===== src/rtl/wta_pkg.sv =====
// Shared constants for the write-to-bus source selector: select codes and
// default widths/masks used by wta_bus_mux_reg and its output stage.
package wta_pkg;

  localparam int NUM_SRC_DEFAULT = 16;
  localparam int DATA_W_DEFAULT  = 16;
  localparam logic [15:0] NARROW_MASK_DEFAULT = 16'h00EE;

  typedef enum logic [3:0] {
    SEL_NONE = 4'd0,
    SEL_N    = 4'd1,
    SEL_M    = 4'd2,
    SEL_P    = 4'd3,
    SEL_R1   = 4'd4,
    SEL_ROW  = 4'd5,
    SEL_COL  = 4'd6,
    SEL_CURR = 4'd7,
    SEL_SUM  = 4'd8,
    SEL_STA  = 4'd9,
    SEL_STB  = 4'd10,
    SEL_STC  = 4'd11,
    SEL_A    = 4'd12,
    SEL_B    = 4'd13,
    SEL_R    = 4'd14
  } wta_sel_e;

endpackage


===== src/rtl/wta_out_stage.sv =====
// One-entry registered output stage with valid/ready, hold-or-clear idle
// behaviour, an illegal-select pulse and a wrapping completed-transfer count.
module wta_out_stage
  import wta_pkg::*;
#(
  parameter int DATA_W    = DATA_W_DEFAULT,
  parameter bit HOLD_MODE = 1'b1
) (
  input  logic              clk,
  input  logic              rst_n,
  input  logic              in_valid,
  input  logic [DATA_W-1:0] in_data,
  input  logic              in_err,
  output logic              in_ready,
  output logic [DATA_W-1:0] bus_data,
  output logic              bus_valid,
  input  logic              bus_ready,
  output logic              sel_err,
  output logic [15:0]       xfer_cnt
);

  logic accept;
  logic complete;

  assign in_ready = !bus_valid || bus_ready;
  assign accept   = in_valid && in_ready;
  assign complete = bus_valid && bus_ready;

  // A completion and a new accept in the same cycle keep bus_valid high.
  always_ff @(posedge clk or negedge rst_n) begin
    if (!rst_n) begin
      bus_data  <= '0;
      bus_valid <= 1'b0;
      sel_err   <= 1'b0;
      xfer_cnt  <= '0;
    end else begin
      sel_err <= accept && in_err;
      if (complete) begin
        xfer_cnt <= xfer_cnt + 16'd1;
      end
      if (accept) begin
        bus_data  <= in_data;
        bus_valid <= 1'b1;
      end else if (complete) begin
        bus_valid <= 1'b0;
        if (HOLD_MODE == 1'b0) begin
          bus_data <= '0;
        end
      end else if (!bus_valid && (HOLD_MODE == 1'b0)) begin
        bus_data <= '0;
      end
    end
  end

endmodule


===== src/rtl/wta_bus_mux_reg.sv =====
// Registered write-to-bus selector: picks one source slot, zero-extends narrow
// sources, and hands the word to the output stage behind valid/ready.
module wta_bus_mux_reg
  import wta_pkg::*;
#(
  parameter int NUM_SRC = NUM_SRC_DEFAULT,
  parameter int DATA_W  = DATA_W_DEFAULT,
  parameter int SEL_W   = $clog2(NUM_SRC),
  parameter logic [NUM_SRC-1:0] NARROW_MASK = NUM_SRC'(NARROW_MASK_DEFAULT),
  parameter bit HOLD_MODE = 1'b1
) (
  input  logic                      clk,
  input  logic                      rst_n,
  input  logic [NUM_SRC*DATA_W-1:0] src_data,
  input  logic                      req_valid,
  input  logic [SEL_W-1:0]          req_sel,
  output logic                      req_ready,
  output logic [DATA_W-1:0]         bus_data,
  output logic                      bus_valid,
  input  logic                      bus_ready,
  output logic                      sel_err,
  output logic [15:0]               xfer_cnt
);

  logic [DATA_W-1:0] sel_data;
  logic              sel_legal;

  // Slot 0 and codes beyond the last slot match nothing, leaving data at 0.
  always_comb begin
    sel_data  = '0;
    sel_legal = 1'b0;
    for (int i = int'(SEL_NONE) + 1; i < NUM_SRC; i++) begin
      if (req_sel == SEL_W'(i)) begin
        sel_legal = 1'b1;
        sel_data  = src_data[i*DATA_W +: DATA_W];
        if (NARROW_MASK[i]) begin
          sel_data[DATA_W-1:8] = '0;
        end
      end
    end
  end

  wta_out_stage #(
    .DATA_W    (DATA_W),
    .HOLD_MODE (HOLD_MODE)
  ) u_out_stage (
    .clk       (clk),
    .rst_n     (rst_n),
    .in_valid  (req_valid),
    .in_data   (sel_data),
    .in_err    (!sel_legal),
    .in_ready  (req_ready),
    .bus_data  (bus_data),
    .bus_valid (bus_valid),
    .bus_ready (bus_ready),
    .sel_err   (sel_err),
    .xfer_cnt  (xfer_cnt)
  );

endmodule

===== config.mk =====
export PLATFORM = sky130hd
export DESIGN_NAME = wta_bus_mux_reg
export DESIGN_NICKNAME = d
export VERILOG_FILES = /design/src/rtl/wta_pkg.sv /design/src/rtl/wta_out_stage.sv /design/src/rtl/wta_bus_mux_reg.sv
export SDC_FILE = /design/constraint.sdc
export NUM_CORES = 1
export LEC_CHECK = 0
export CORE_AREA = 2 2 117 119
export CTS_CLUSTER_DIAMETER = 40
export DETAILED_ROUTE_END_ITERATION = 10
export DIE_AREA = 0 0 119 121
export PLACE_DENSITY_LB_ADDON = 0.25
export SYNTH_ARGS = -nofsm -noshare
export SYNTH_HDL_FRONTEND = slang
export SYNTH_SLANG_ARGS = --single-unit

===== constraint.sdc =====
create_clock -name clk -period 2.6 [get_ports clk]
set_clock_uncertainty 0.15 [all_clocks]
set_input_delay 0.52 -clock clk [delete_from_list [all_inputs] [get_ports clk]]
set_output_delay 0.52 -clock clk [all_outputs]
set_load 0.05 [all_outputs]

# Word-level counts from Yosys, hierarchy flattened
# Index checks and enable logic that the tools add are counted.
[totals]
reg_bits = 34
input_bits = 264
elab_cells = 59
output_inout_bits = 35
[op_classes]
n_reduce_logical = 7
muxes = 32
eq_ne = 15
n_addsub = 1
[op_table]
columns = ["operator", "count"]
rows = [
  ["$mux W16", 14],
  ["$eq A4 B4 Y1 const B", 8],
  ["$mux W1", 17],
  ["$add A16 B1 Y16 const B", 1],
  ["$eq A4 B3 Y1 const B", 4],
  ["$eq A4 B2 Y1 const B", 2],
  ["$mux W8", 1],
  ["$eq A4 B1 Y1 const B", 1],
  ["$logic_and A1 B1 Y1", 3],
  ["$logic_not A1 Y1", 2],
  ["$reduce_bool A2 Y1", 1],
  ["$logic_or A1 B1 Y1", 1],
]

# Logic depth before layout (Yosys ltp)
[logic_depth]
word_depth = 18
depth_mapped = 8
depth_no_buf = 6

# Cells and area by module
# From an unflattened synthesis, not the netlist that was laid out.
[hier_totals]
hier_cells = 399
area_unflattened_um2 = 3427.0
[modules_own_cells]
columns = ["module", "seq_area_each_um2", "area_per_inst_um2", "cells_each", "n_inst"]
rows = [
  ["wta_bus_mux_reg", 0.0, 2082.0, 305, 1],
  ["wta_out_stage", 850.8, 1345.0, 94, 1],
]

# Worst setup path before layout
# Ideal clock, no wire load.
[synth_path]
path_kind = "register -> register"
start = "register u_out_stage.bus_valid"
end = "register u_out_stage.bus_data[10]"
n_path_buf = 2
arrival_ps = 2000
required_time_ps = 2315
path_stages_with_launch = 6
period_less_slack_ps = 2285
setup_ps = 135
setup_slack_ps = 315
cell_sequence = "dfrtp_1 nand2b_1 nand2_1 clkbuf_1 clkbuf_1 o21ai_0"
[synth_via]
elab_chain_len = 3
[synth_rtl]
columns = ["element", "line", "source"]
rows = [
  ["from (decl)", "wta_out_stage.sv:16", "output logic bus_valid,"],
  ["from (signal assigned)", "wta_out_stage.sv:33", "bus_valid <= 1'b0;"],
  ["from (signal assigned)", "wta_out_stage.sv:43", "bus_valid <= 1'b1;"],
  ["from (signal assigned)", "wta_out_stage.sv:45", "bus_valid <= 1'b0;"],
  ["$logic_not A1 Y1", "--", ""],
  ["$logic_or A1 B1 Y1", "wta_out_stage.sv:25", "assign in_ready = !bus_valid || bus_ready;"],
  ["named net req_ready", "wta_bus_mux_reg.sv:17", "output logic req_ready,"],
  ["$logic_and A1 B1 Y1", "wta_out_stage.sv:26", "assign accept = in_valid && in_ready;"],
  ["to (signal assigned)", "wta_out_stage.sv:42", "bus_data <= in_data;"],
  ["to (decl)", "wta_out_stage.sv:15", "output logic [DATA_W-1:0] bus_data,"],
]
# The timed path passes the listed nets, and every way through them passes these cells.
# A chain may end at the register's enable or synchronous reset.

# Worst setup path in the final report
[layout_path]
start = "input req_sel[2]"
end = "register u_out_stage.bus_data[5]"
[layout_via]
elab_chain_len = 16
elab_cells_between_ends = 30
cone_classes = "15 x eq/ne; 15 x mux"
[layout_rtl]
columns = ["element", "line", "source"]
rows = [
  ["from (decl)", "wta_bus_mux_reg.sv:16", "input logic [SEL_W-1:0] req_sel,"],
  ["$eq A4 B1 Y1", "wta_bus_mux_reg.sv:33", "if (req_sel == SEL_W'(i)) begin"],
  ["$mux W8", "wta_bus_mux_reg.sv:33", ""],
  ["$mux W16 (13 in a row)", "wta_bus_mux_reg.sv:33", ""],
  ["$mux W16 (*)", "wta_bus_mux_reg.sv:33", ""],
]
# Every way passes the cells marked *; elsewhere a longest branch is shown, timed or not.

==> summary.md <==
| Metric | Value |
|---|---|
| Synth top area cells | dfrtp_1 26%, mux2i_1 11%, o21ai_0 5.3%, mux4_2 4.1%, a21oi_1 3.7% |
| Power Internal | 1.691 mW |
| Asr flop ratio synth | 1.000 |
| Share of layout cells above drive strength 1 | 0.1005 |
| Die Width | 119 um |
| Net switching power | 0.9422 mW |
| First-pass GRT wire length | 21.96 mm |
| Post-synth cell types | 60 |
| Max Freq | 0.4362 GHz |
| Nets | 881 |
| Yosys reg bits | 34 |
| GPL Wtd Cong | 0.8332 |
| Met2 GRT Util | 0.3366 |
| DP HPWL | 12.00 mm |
| Ys flop type | dfrtp_1 |
| CTS buffer count | 5 |
| Gr ovfl total | 0 |
| DRC | 0 |
| Status | completed |
| Top delay family on crit path | buffers and inverters |
| Buf+Inv Stages, Crit Path | 2 |
| Core area | 13090 um2 |
| R2R setup slack | 0.86 ns |
| Drt via density | 5.019 |
| Crit path time final | 2.292 ns |
| Final Hold Viols | 0 |
| WP data required | 2.61 ns |
| CTS Hold Bufs | 0 |
| CTS clock-pin slew for the worst setup and hold paths | 0.05 ns |
| GRT busiest layer | met2 |
| Syn_nets | 643 |
| Sequential fraction of design power | 0.265 |
| Rel. slew slack | 0.4563 |
| Post-CTS setup buffer count | 0 |
| CP max stage cell | clkdlybuf4s50_1 |
| Register Area | 850.8 um2 |
| Leakage | 2.401 nW |
| H-tree depth | 2 |
| Worst r2r path cells | 5 |
| Worst Path Arrival | 2.30 ns |
| Met1 global-route usage | 0.2533 |
| Resize count post-CTS | 0 |
| N_diodes | 0 |
| ANT nets after route | 0 |
| Via count | 3980 |
| Syn avg cell area | 8.689 um2 |
| Starting DRT DRC Count | 200 |
| Crit-path max FO | 24 |
| Worst reg2reg startpoint | u_out_stage.bus_valid$_DFFE_PN0P_ |
| GRT Overall Usage | 0.1965 |
| Routed WL | 14.48 mm |
| Later-pin clock latency in the skew report | 0.27 ns |
| Mapped Area | 3284 um2 |
| Row Count | 42 |
| CTS root buffer | clkbuf_16 |
| Gate power share | 0.484 |
| Multi-input gate area | 2208 um2 |
| Routed wire length per instance | 18.25 um |
| Sink Count | 34 |
| Post-synth top cells | 35 x mux2i_1, 35 x o21ai_0, 34 x dfrtp_1 |
| IO Pins | 299 |
| Die height | 121 um |
| Power density cells | 436.0 nW/um2 |
| Register area share after synthesis | 0.2590 |
| Count of final max-slew check failures | 0 |
| CP Capture Type | flip-flop |
| Area leader, netlist | dfrtp_1 |
| Initial core utilization | 0.2510 |
| Vias in the first global route | 4016 |
| Clock power frac | 0.250 |
| Mapped Cells | 378 |
| Switching part of the total | 0.3579 |
| TritonCTS clock tree | done |
| Final Cycle Share | 0.8817 |
| RSZ-0062 raised after global routing | false |
| Largest net degree at the start of global routing | 35 |
| Hold WC Path Type | in -> async |
| CP startpoint kind | input port |
| Synthesis-to-finish area growth | 83.85% |
| GRT met3 Usage | 0.03477 |
| Fillers | 1310 |
| Reg-to-Reg End | u_out_stage.bus_data[3]$_DFFE_PN0P_ |
| DR pass1 iterations | 4 |
| Initial antenna violation count | 0 |
| # setup viols final | 0 |
| Max VDD drop | 0.0002196 V |
| I/O Buffers | 234 |
| Slew @ Worst Pin | 0.8156 ns |
| Crit path largest cell delay | 0.51 ns |
| CTS Buffer Depth | 2 |
| Crit path cell chain | clkdlybuf4s50_1, buf_12, and2_1, nand3_1, o21ai_0, a21oi_1, a32o_1 |
| Setup TNS | 0 ns |
| Hold slack | 0.1874 ns |
| Top-area cell type share of the netlist area | 0.2590 |
| Synth warnings | 0 |
| Crit Path Class | in -> reg |
| EDFF count, synth | 0 |
| # Max-Cap Violations | 0 |
| Die Area | 14400 um2 |
## layout by cell type (no fill, tap or decap), drive strengths merged, types with 4 or more instances in the layout
cell / synthesis / layout
a21oi: 24 / 24
a22oi: 6 / 6
nand2: 32 / 32
a221oi: 5 / 5
a31oi: 5 / 5
o211ai: 7 / 7
o22a: 4 / 4
o21ai: 36 / 36
nor2: 29 / 29
and4: 4 / 4
clkdlybuf4s50: 0 / 230
nand2b: 5 / 5
mux2i: 35 / 35
dfrtp: 34 / 34
xnor2: 9 / 9
o221ai: 4 / 4
mux4: 6 / 6
a21o: 4 / 4
o22ai: 8 / 8
mux2: 13 / 13
buf: 22 / 31
clkbuf: 8 / 7
xor2: 6 / 6
nor2b: 5 / 5
or3: 5 / 5
inv: 4 / 4
and3: 4 / 4
nand3: 14 / 14
## worst reg2reg max path: cells and delay by family, from the launching register on
family                 cells  cell delay, ns
AOI/OAI and AO/OA          2            0.42
buffers and inverters      1            0.29
and+or+nand+nor            2            0.35
DFF                        1            0.41
## per-layer routing
layer	up-vias	wire, um
met5	-	0
met4	0	296
met3	18	937
met2	162	7154
met1	1877	6087
li1	1923	-
## cell families (layout without fill, tap and decap cells)
kind of cell / after synthesis / count (layout) / synth area share
AO/OA/AOI/OAI: 126 / 126 / 0.2591
AND/OR/NAND/NOR: 113 / 113 / 0.1737
multiplexers: 54 / 54 / 0.1958
buffers and inverters: 35 / 274 / 0.06857
flip-flops: 34 / 34 / 0.2590
XOR/XNOR: 15 / 15 / 0.04000
adder cells (fa/ha/maj): 1 / 1 / 0.003809
## flip-flops by register name (all words and copies together), names as in the netlist
signal / count
u_out_stage.bus_data: 16
u_out_stage.xfer_cnt: 16
u_out_stage.sel_err: 1
u_out_stage.bus_valid: 1
## power groups by stage
stage | registers, mW | clock network [mW] | logic (mW)
global placement | 0.700 | 0 | 1.27
floorplan | 1.00 | 0 | 0.360
detailed placement | 0.707 | 0 | 1.28
finish | 0.699 | 0.659 | 1.27
global route | 0.711 | 0.706 | 1.35
CTS | 0.698 | 0.682 | 1.28
## how the worst max path moves through the flow
| stage | start | to | slack, ns | cells after the start |
|---|---|---|---|---|
| after floorplan | u_out_stage.bus_valid$_DFFE_PN0P_ | u_out_stage.bus_data[10]$_DFFE_PN0P_ | 0.32 | 5 |
| after global placement | req_sel[3] | u_out_stage.bus_data[3]$_DFFE_PN0P_ | 0.05 | 6 |
| after detailed placement | req_sel[2] | u_out_stage.bus_data[7]$_DFFE_PN0P_ | 0.03 | 7 |
| after CTS | req_sel[2] | u_out_stage.bus_data[1]$_DFFE_PN0P_ | 0.32 | 7 |
| after global routing | req_sel[3] | u_out_stage.bus_data[5]$_DFFE_PN0P_ | 0.19 | 6 |
| final | req_sel[2] | u_out_stage.bus_data[5]$_DFFE_PN0P_ | 0.31 | 7 |
## final cells by class
class,instances,share of cell area
clock buffers,7,0.02196
clock inverters,1,0.004973
inverters,5,0.003108
multi-input cells,309,0.3657
flip-flops and latches,34,0.1409
well taps,176,0.03647
repair buffers,261,0.4269
## through the flow
stage / cells / cell area, um2 / setup WS, ns / utilization / power [mW]
CTS: 793 / 6038 / 0.3201 / 0.4615 / 2.663
global route: 793 / 6038 / 0.1875 / 0.4615 / 2.769
floorplan: 378 / 3284 / 0.3150 / - / 1.362
detailed placement: 785 / 5876 / 0.03111 / 0.4490 / 1.987
finish: 793 / 6038 / 0.3076 / 0.4615 / 2.633
global placement: 785 / 5876 / 0.05030 / 0.4490 / 1.967
Power figures use the tool's default switching activity.
